`src/rtl/fetch_unit_if.sv`:
```
// Fetch-stage bus: instruction-memory port, decoded jump controls from `control`,
// and the instruction/PC presented back to it.
interface fetch_unit_if #(
    parameter int PC_W = 10
);
    logic            pc_reset;
    logic            pc_enable;
    logic            reljump_enable;
    logic            absjump_enable;
    logic            compare_enable;
    logic            compare_true;
    logic [7:0]      rel_offset;
    logic [PC_W-1:0] abs_target;
    logic [PC_W-1:0] imem_addr;
    logic [8:0]      imem_data;
    logic [8:0]      instruction;
    logic            instr_valid;
    logic [PC_W-1:0] pc;

    // The fetch unit drives the memory address and the instruction/PC outputs.
    modport master (
        input  pc_reset, pc_enable, reljump_enable, absjump_enable,
               compare_enable, compare_true, rel_offset, abs_target, imem_data,
        output imem_addr, instruction, instr_valid, pc
    );

    modport slave (
        output pc_reset, pc_enable, reljump_enable, absjump_enable,
               compare_enable, compare_true, rel_offset, abs_target, imem_data,
        input  imem_addr, instruction, instr_valid, pc
    );
endinterface

```
`src/rtl/fetch_unit.sv`:
```
// fetch_unit: PC register and IDLE/FILL/RUN fetch sequencer for a synchronous-read imem.
// Optional saturating retired-instruction counter when FETCH_RETIRE_CNT_EN is defined.
module fetch_unit #(
    parameter int              PC_W       = 10,
    parameter logic [PC_W-1:0] START_ADDR = '0
) (
    input  logic        clk,
    input  logic        reset,
`ifdef FETCH_RETIRE_CNT_EN
    output logic [31:0] retired_count,
`endif
    fetch_unit_if.master bus
);

    localparam logic [1:0] S_IDLE = 2'd0;
    localparam logic [1:0] S_FILL = 2'd1;
    localparam logic [1:0] S_RUN  = 2'd2;

    logic [1:0]             r_state;
    logic [1:0]             w_state_nxt;
    logic [PC_W-1:0]        r_pc;
    logic [PC_W-1:0]        w_next_pc;
    logic signed [PC_W-1:0] w_rel_sext;
    logic                   w_running;
    logic                   w_advance;
    logic                   w_rel_taken;

    function automatic logic [31:0] sat_inc32(input logic [31:0] v);
        return (&v) ? v : v + 32'd1;
    endfunction

    assign w_running   = (r_state == S_RUN);
    assign w_advance   = w_running & bus.pc_enable;
    assign w_rel_taken = bus.reljump_enable & (~bus.compare_enable | bus.compare_true);
    assign w_rel_sext  = PC_W'($signed(bus.rel_offset));

    // All sums wrap modulo 2^PC_W; absolute target has priority over relative.
    always_comb begin
        w_next_pc = r_pc + PC_W'(1);
        if (bus.absjump_enable) begin
            w_next_pc = bus.abs_target;
        end else if (w_rel_taken) begin
            w_next_pc = r_pc + w_rel_sext;
        end
    end

    // Addressing the successor while retiring keeps taken jumps bubble-free.
    assign bus.imem_addr   = w_advance ? w_next_pc : r_pc;
    assign bus.pc          = r_pc;
    assign bus.instr_valid = w_running;
    assign bus.instruction = w_running ? bus.imem_data : 9'd0;

    always_comb begin
        w_state_nxt = r_state;
        if (bus.pc_reset || !bus.pc_enable) begin
            w_state_nxt = S_IDLE;
        end else begin
            case (r_state)
                S_IDLE:  w_state_nxt = S_FILL;
                S_FILL:  w_state_nxt = S_RUN;
                S_RUN:   w_state_nxt = S_RUN;
                default: w_state_nxt = S_IDLE;
            endcase
        end
    end

    always_ff @(posedge clk or posedge reset) begin
        if (reset) begin
            r_state <= S_IDLE;
            r_pc    <= START_ADDR;
        end else begin
            r_state <= w_state_nxt;
            if (bus.pc_reset) begin
                r_pc <= START_ADDR;
            end else if (w_advance) begin
                r_pc <= w_next_pc;
            end
        end
    end

`ifdef FETCH_RETIRE_CNT_EN
    logic [31:0] r_retired;

    always_ff @(posedge clk or posedge reset) begin
        if (reset) begin
            r_retired <= 32'd0;
        end else if (bus.pc_reset) begin
            r_retired <= 32'd0;
        end else if (w_advance) begin
            r_retired <= sat_inc32(r_retired);
        end
    end

    assign retired_count = r_retired;
`endif

endmodule

```
`src/flat_wrapper.sv`:
```
// flat-port wrapper written by rule: the top's interface ports become plain ports
module fetch_unit_flat 
#(
    parameter int              PC_W       = 10,
    parameter logic [PC_W-1:0] START_ADDR = '0
)
  (clk, reset, bus_pc_reset, bus_pc_enable, bus_reljump_enable, bus_absjump_enable, bus_compare_enable, bus_compare_true, bus_rel_offset, bus_abs_target, bus_imem_data, bus_imem_addr, bus_instruction, bus_instr_valid, bus_pc);
  fetch_unit_if #(.PC_W(PC_W)) bus_i ();
  input  logic clk;
  input  logic reset;
  input wire logic [$bits(bus_i.pc_reset)-1:0] bus_pc_reset;
  input wire logic [$bits(bus_i.pc_enable)-1:0] bus_pc_enable;
  input wire logic [$bits(bus_i.reljump_enable)-1:0] bus_reljump_enable;
  input wire logic [$bits(bus_i.absjump_enable)-1:0] bus_absjump_enable;
  input wire logic [$bits(bus_i.compare_enable)-1:0] bus_compare_enable;
  input wire logic [$bits(bus_i.compare_true)-1:0] bus_compare_true;
  input wire logic [$bits(bus_i.rel_offset)-1:0] bus_rel_offset;
  input wire logic [$bits(bus_i.abs_target)-1:0] bus_abs_target;
  input wire logic [$bits(bus_i.imem_data)-1:0] bus_imem_data;
  output wire logic [$bits(bus_i.imem_addr)-1:0] bus_imem_addr;
  output wire logic [$bits(bus_i.instruction)-1:0] bus_instruction;
  output wire logic [$bits(bus_i.instr_valid)-1:0] bus_instr_valid;
  output wire logic [$bits(bus_i.pc)-1:0] bus_pc;
  assign bus_i.pc_reset = bus_pc_reset;
  assign bus_i.pc_enable = bus_pc_enable;
  assign bus_i.reljump_enable = bus_reljump_enable;
  assign bus_i.absjump_enable = bus_absjump_enable;
  assign bus_i.compare_enable = bus_compare_enable;
  assign bus_i.compare_true = bus_compare_true;
  assign bus_i.rel_offset = bus_rel_offset;
  assign bus_i.abs_target = bus_abs_target;
  assign bus_i.imem_data = bus_imem_data;
  assign bus_imem_addr = bus_i.imem_addr;
  assign bus_instruction = bus_i.instruction;
  assign bus_instr_valid = bus_i.instr_valid;
  assign bus_pc = bus_i.pc;
  fetch_unit #(.PC_W(PC_W), .START_ADDR(START_ADDR)) u_core (.clk(clk), .reset(reset), .bus(bus_i));
endmodule
```
`config.mk`:
```
export PLATFORM = sky130hd
export DESIGN_NAME = fetch_unit_flat
export DESIGN_NICKNAME = d
export VERILOG_FILES = /design/src/rtl/fetch_unit_if.sv /design/src/rtl/fetch_unit.sv /design/src/flat_wrapper.sv
export SDC_FILE = /design/constraint.sdc
export NUM_CORES = 1
export LEC_CHECK = 0
export ABC_AREA = 1
export BUFFER_PORTS_ARGS = -buffer_cell sky130_fd_sc_hd__buf_4
export CORE_MARGIN = 2
export CORE_UTILIZATION = 47
export CTS_BUF_LIST = sky130_fd_sc_hd__clkbuf_4 sky130_fd_sc_hd__clkbuf_8
export DETAILED_ROUTE_END_ITERATION = 8
export PLACE_DENSITY = 0.81
export SLEW_MARGIN = 20
export SYNTH_ARGS = -nofsm -noshare
export SYNTH_HDL_FRONTEND = slang
export SYNTH_SLANG_ARGS = --single-unit
```
`constraint.sdc`:
```
create_clock -name clk -period 2.8 [get_ports clk]
set_clock_uncertainty 0.05 [all_clocks]
set_input_delay 0.28 -clock clk [delete_from_list [all_inputs] [get_ports clk]]
set_output_delay 0.28 -clock clk [all_outputs]
set_load 0.02 [all_outputs]
```
==> out/qor.yml, run 1 <==
status: "completed"
synth.net_count: 255
drtIter0Drc: 31
r2r_slack_ns: 0.93
grt_pass1_vias: 1234
ant_nets: 0
core_um2: 2690
io_pins: 65
cts_root_buf: "clkbuf_4"
fmax_mhz: 384
fp.dieH_um: 56.5
final_core_util_pct: 68.7
swShare_pct: 31.6
die_area_um2: 3190
setup_tns_ns: 0
slowest_stage: "fa_2"
clk_pin_slew_worst_paths_ns: 0.08
antenna_found_initial: 0
numPortBuffers: 64
crit_top_cell: "buf_4"
worstPathRequired_ns: 2.47
placed_area_um2: 1800
power_switching_mw: 0.136
die_width_um: 56.5
timing.final.crit_share_pct: 93.0
start_util_pct: 48.3
path_max_fanout: 3
dp_hpwl_mm: 2.67
area_delta_synth_final_pct: 42.4
pre_cts_ws_ns: 0.0774
num_antenna_cells: 0
seqCellArea_um2: 300
dr.pass1.iters: 4
hold_class: "in2reg"
yosysTopAreaCellShare_pct: 23.2
num-fill-cells: 253
synth-edff-count: 0
drv_cap: 0
clkLatencyLatePin_ns: 0.27
row_count: 19
synth.distinct_cells: 30
seqPwrFrac_pct: 41.6
via_per_inst: 4.79
setup_ws_ns: 0.196
power_density_nw_per_um2: 233
p_clk_share_pct: 25.8
nets: 322
peakVddDrop_mv: 0.270
synth_cells: 208
post-cts-setup-buffer-count: 0
gp_congestion: 0.876
clock_path_buffers: 2
grt_max_degree: 19
critical_path.cell_chain: "buf_4 -> a21boi_1 -> inv_1 -> or2_2 -> ha_1 -> fa_2 -> nand3_1 -> nand3_2 -> a21oi_2 -> nor2_1 -> o21ai_1 -> nand2_1 -> buf_4"
p_comb_share_pct: 32.6
h-tree-depth: 1
final_area_um2: 1850
tightestPinTransition_ns: 0.511
wirelength_mm: 3.38
setup_viol: 0
vias: 1455
worstPathArrival_ns: 2.27
synth_flop_cell: "dfrtp_1"
grt_pass1_wl_mm: 5.50
max_stage_delay_ns: 0.37
cts_inserted_buffers: 3
yosysWarnings: 0
drv_slew: 0
cts_sinks: 12
cp-end-kind: "primary output"
yosys.area.top_type: "dfrtp_1"
power.internal_mw: 0.294
async_flop_share_pct: 100
cp-start-kind: "primary input"
hold_violations: 0
synth-seq-cells: 12
avgRoutedWirePerCell_um: 11.1
grt_overflow_total: 0
grt_setup_unrepaired: "false"
track_usage_pct: 21.6
leakage_nw: 1.23
drive_above_1_share_pct: 32.2
drc: 0
postSynthAreaPerCell_um2: 6.23
seq_area_frac_synth_pct: 23.2
syn_area_um2: 1300
min_period_ns: 2.60
crit_type: "in2out"
relSlewSlack_pct: 65.9
multiInputGateArea_um2: 840
cts_tree: "yes"
synth_area_leaders: "dfrtp_1, nand2_1, inv_1, ha_1, nor2_1"
-- flip-flops by register name (all words and copies together) (netlist names) --
signal / count
u_core.bus.pc: 10
u_core.r_state: 2
-- through the flow --
| step | hold WS (ns) | std cells | power [mW] |
|---|---|---|---|
| floorplan | 0.0947 | 208 | 0.255 |
| global route | 0.218 | 304 | 0.453 |
| finish | 0.209 | 304 | 0.431 |
| global placement | 0.280 | 300 | 0.320 |
| detailed placement | 0.290 | 300 | 0.321 |
| CTS | 0.202 | 304 | 0.434 |
-- cell families after synthesis --
logic type / Yosys count / share of synthesized area (%)
simple gates: 113 / 38.4
buf+inv: 43 / 12.9
flops: 12 / 23.2
xor+xnor: 3 / 2.03
compound gates: 25 / 11.3
fa+ha+maj: 12 / 12.2
-- path summary, 6_finish.rpt --
path                               startpoint          endpoint  cells past startpoint
max in group asynchronous               reset  u_core.bus.pc[1]                      3
hold / removal                   bus_pc_reset  u_core.bus.pc[7]                      2
setup reg to reg             u_core.bus.pc[0]  u_core.bus.pc[6]                      9
setup / recovery           bus_compare_enable  bus_imem_addr[6]                     13
hold reg to reg              u_core.bus.pc[4]  u_core.bus.pc[4]                      2
min in group asynchronous               reset  u_core.bus.pc[9]                      3
-- placed cells by master (no fill, tap or decap) --
cell type,instances
inv_2,1
nor2_1,27
nand2_2,4
a21o_1,1
nand2_1,61
buf_4,65
a21oi_2,3
clkbuf_4,3
dfrtp_1,12
xnor2_1,1
a21boi_1,1
o21ai_1,3
o21ai_2,1
nor2_2,1
ha_1,11
nand3_2,4
fa_2,1
inv_1,38
nor3b_1,2
and2_4,1
o21ai_0,2
o211ai_1,1
a21oi_1,12
dlygate4sd3_1,1
or2_2,2
nand2_4,1
nand3_1,9
o21bai_1,1
or2_4,1
xor2_1,2
-- worst max-delay path: cells and delay by family --
family          cells  cell delay [ns]
simple gates        5             0.61
compound gates      3             0.47
fa+ha+maj           2             0.59
buf+inv             3             0.33
-- metal layers --
layer  vias up  wire (um)  track usage, %
met2        44       1570            35.0
met4         0         24            5.10
met3         2        188            2.53
li1        768          -               -
met1       641       1590            30.7
met5         -          0               0
-- power groups by stage --
stage | logic (mW) | registers [mW] | clock network [mW]
floorplan | 0.0701 | 0.185 | 0
global placement | 0.137 | 0.183 | 0
detailed placement | 0.139 | 0.183 | 0
CTS | 0.140 | 0.179 | 0.115
global route | 0.155 | 0.180 | 0.118
finish | 0.140 | 0.179 | 0.111
-- synthesized netlist by cell type (3+ instances only) --
cell     instances
nand2_2          4
a21oi_1         13
nand3_1         10
nand3_2          3
dfrtp_1         12
nand2_1         61
inv_1           38
o21ai_1          3
nor2_1          27
ha_1            11
-- area by class of cell --
class	instances	share of cell area, %
multi-input combinational	153	45.5
timing repair buffer	66	27.0
sequential	12	16.3
tap	31	2.10
inverter	39	7.93
clock buffer	3	1.22
-- timing repair --
item,in CTS,in global routing
hold buffers,1,0
gates resized for setup,0,4
endpoints found under the setup margin,0,3
hold endpoints to repair,12,0
No activity file was read; power rests on OpenSTA's default activity.
==> run 2: changes to the inputs <==
--- a/config.mk
+++ b/config.mk
@@ -13,4 +13,5 @@
 export DETAILED_ROUTE_END_ITERATION = 8
 export PLACE_DENSITY = 0.81
+export REMOVE_ABC_BUFFERS = 1
 export SLEW_MARGIN = 20
 export SYNTH_ARGS = -nofsm -noshare
==> constraint.sdc (replaced) <==
create_clock -name clk -period 2.8 [get_ports clk]
set_clock_uncertainty 0.05 [all_clocks]
set_input_delay 0.42 -clock clk [delete_from_list [all_inputs] [get_ports clk]]
set_output_delay 0.42 -clock clk [all_outputs]
set_load 0.02 [all_outputs]
==> run 2 against run 1 <==
  * The flow now finishes with violations (setup timing)
  * Via count rose by 5.8%
  * Cell area increased by 7.2%
  * Non-clock buffer count increased by 4
  * Count of clock-buffer cells in the layout grew 1
  * Critical endpoint unchanged
  * Largest power group unchanged
==> out/qor.yml, run 2 (synthesized netlist as in run 1, its figures left out) <==
timing.final.crit_share_pct: 102  # was 93.0%
cp-start-kind: "primary input"  # unchanged
vias: 1540  # was 1455
min_period_ns: 2.85  # was 2.60 ns
dp_hpwl_mm: 2.68  # was 2.67 mm
nets: 326  # was 322
setup_ws_ns: -0.0533  # was 0.196 ns
gp_congestion: 0.831  # was 0.876
relSlewSlack_pct: 67.5  # was 65.9%
cts_tree: "yes"  # unchanged
grt_overflow_total: 0  # unchanged
fp.dieH_um: 56.5  # unchanged
pre_cts_ws_ns: -0.184  # was 0.0774 ns
track_usage_pct: 22.4  # was 21.6%
hold_violations: 0  # unchanged
ant_nets: 0  # unchanged
grt_setup_unrepaired: "true"  # was false
via_per_inst: 4.98  # was 4.79
grt_pass1_wl_mm: 5.74  # was 5.50 mm
largest_reg_flops: 10  # unchanged
cts_sinks: 12  # unchanged
drc: 0  # unchanged
failed_checks: "setup timing"
die_width_um: 56.5  # unchanged
avgRoutedWirePerCell_um: 12.0  # was 11.1 um
peakVddDrop_mv: 0.255  # was 0.270 mV
h-tree-depth: 1  # unchanged
clock_path_buffers: 2  # unchanged
seqCellArea_um2: 300  # unchanged
cts_root_buf: "clkbuf_4"  # unchanged
start_util_pct: 48.3  # unchanged
num_antenna_cells: 0  # unchanged
whs_ns: 0.0997  # was 0.209 ns
power_density_nw_per_um2: 241  # was 233 nW/um^2
status: "finished, violations left"  # was completed
cts_inserted_buffers: 3  # unchanged
slowest_stage: "fa_2"  # unchanged
hold_class: "in2async"  # was in2reg
drv_cap: 0  # unchanged
cp-end-kind: "primary output"  # unchanged
core_um2: 2690  # unchanged
drive_above_1_share_pct: 37.8  # was 32.2%
clk_pin_slew_worst_paths_ns: 0.09  # was 0.08 ns
multiInputGateArea_um2: 908  # was 840 um^2
final_common_cell: "buf_4"  # unchanged
critical_path.cell_chain: "buf_6 -> inv_2 -> a21boi_2 -> inv_1 -> or2_4 -> ha_4 -> fa_2 -> nand3_2 -> nand3_4 -> a21oi_2 -> nor2_1 -> o21ai_1 -> nand2_1 -> buf_6"  # was buf_4 -> a21boi_1 -> inv_1 -> or2_2 -> ha_1 -> fa_2 -> nand3_1 -> nand3_2 -> a21oi_2 -> nor2_1 -> o21ai_1 -> nand2_1 -> buf_4
setup_viol: 1  # was 0
leakage_nw: 1.27  # was 1.23 nW
die_area_um2: 3190  # unchanged
clkLatencyLatePin_ns: 0.27  # about the same
max_stage_delay_ns: 0.40  # was 0.37 ns
wirelength_mm: 3.70  # was 3.38 mm
path_max_fanout: 3  # unchanged
tightestPinTransition_ns: 0.486  # was 0.511 ns
grt_pass1_vias: 1390  # was 1234
worstPathArrival_ns: 2.38  # was 2.27 ns
num-fill-cells: 212  # was 253
crit_type: "in2out"  # unchanged
grt_max_degree: 19  # unchanged
fmax_mhz: 350  # was 384 MHz
crit_top_cell: "buf_6"  # was buf_4
row_count: 19  # unchanged
worstPathRequired_ns: 2.33  # was 2.47 ns
numPortBuffers: 64  # unchanged
layout_common_cells: "buf_4, nand2_1, inv_1, nor2_1, dfrtp_1"  # was buf_4, nand2_1, inv_1, nor2_1
antenna_found_initial: 0  # unchanged
drv_slew: 0  # unchanged
dr.pass1.iters: 4  # unchanged
drtIter0Drc: 54  # was 31
io_pins: 65  # unchanged
area_delta_synth_final_pct: 52.6  # was 42.4%
-- run 2: where the power goes --
| group | internal [mW] | switching [mW] |
|---|---|---|
| registers | 0.177 | 0.00281 |
| logic | 0.0748 | 0.0769 |
| clock network | 0.0790 | 0.0672 |
-- run 2: final cells by class --
cell class	count	area share [%]
Multi-Input combinational cell	153	45.9
Timing Repair Buffer	70	27.7
Sequential cell	12	15.2
Inverter	39	7.40
Tap cell	31	1.96
Clock buffer	4	1.83
-- run 2: path summary, 6_finish.rpt --
kind / from / to / slack (ns) / cells after the start
max in group asynchronous: reset / u_core.bus.pc[3] / 2.26 / 2
setup reg to reg: u_core.bus.pc[0] / u_core.bus.pc[6] / 0.76 / 9
min in group clk: bus_pc_reset / u_core.bus.pc[7] / 0.34 / 2
setup / recovery: bus_compare_true / bus_imem_addr[6] / -0.05 / 14
hold reg to reg: u_core.bus.pc[6] / u_core.bus.pc[6] / 0.55 / 2
hold / removal: reset / u_core.bus.pc[6] / 0.1 / 2
-- run 2: per-layer routing --
metal  global-route usage [%]  up-vias  wire (um)
li1                         -      779          -
met1                     29.7      693       1560
met2                     38.9       57       1880
met3                     1.38       11        168
met4                     7.14        0         91
met5                        0        -          0
-- run 2: timing repair --
action                                 CTS  global route
setup endpoints to repair                4             8
hold buffers                             0             0
pin swaps                                2            12
buffers inserted                         0             2
resized for setup                        8            17
endpoints found under the hold margin    0             0
-- run 2: stage by stage --
stage	power, mW	setup TNS [ns]	utilization [%]	instance area (um^2)	std cells
floorplan	0.252	0	-	1270	204
global placement	0.320	-0.397	67.9	1820	303
detailed placement	0.322	-0.488	67.9	1820	303
CTS	0.466	0	70.4	1890	307
global route	0.496	-0.428	73.6	1980	309
finish	0.477	-0.0533	73.6	1980	309
-- run 2: worst max-delay path, delay by kind of cell --
family	cells	cell delay, ns
AO/OA/AOI/OAI	3	0.48
adder cells (fa/ha/maj)	2	0.57
buffers and inverters	4	0.30
AND/OR/NAND/NOR	5	0.61
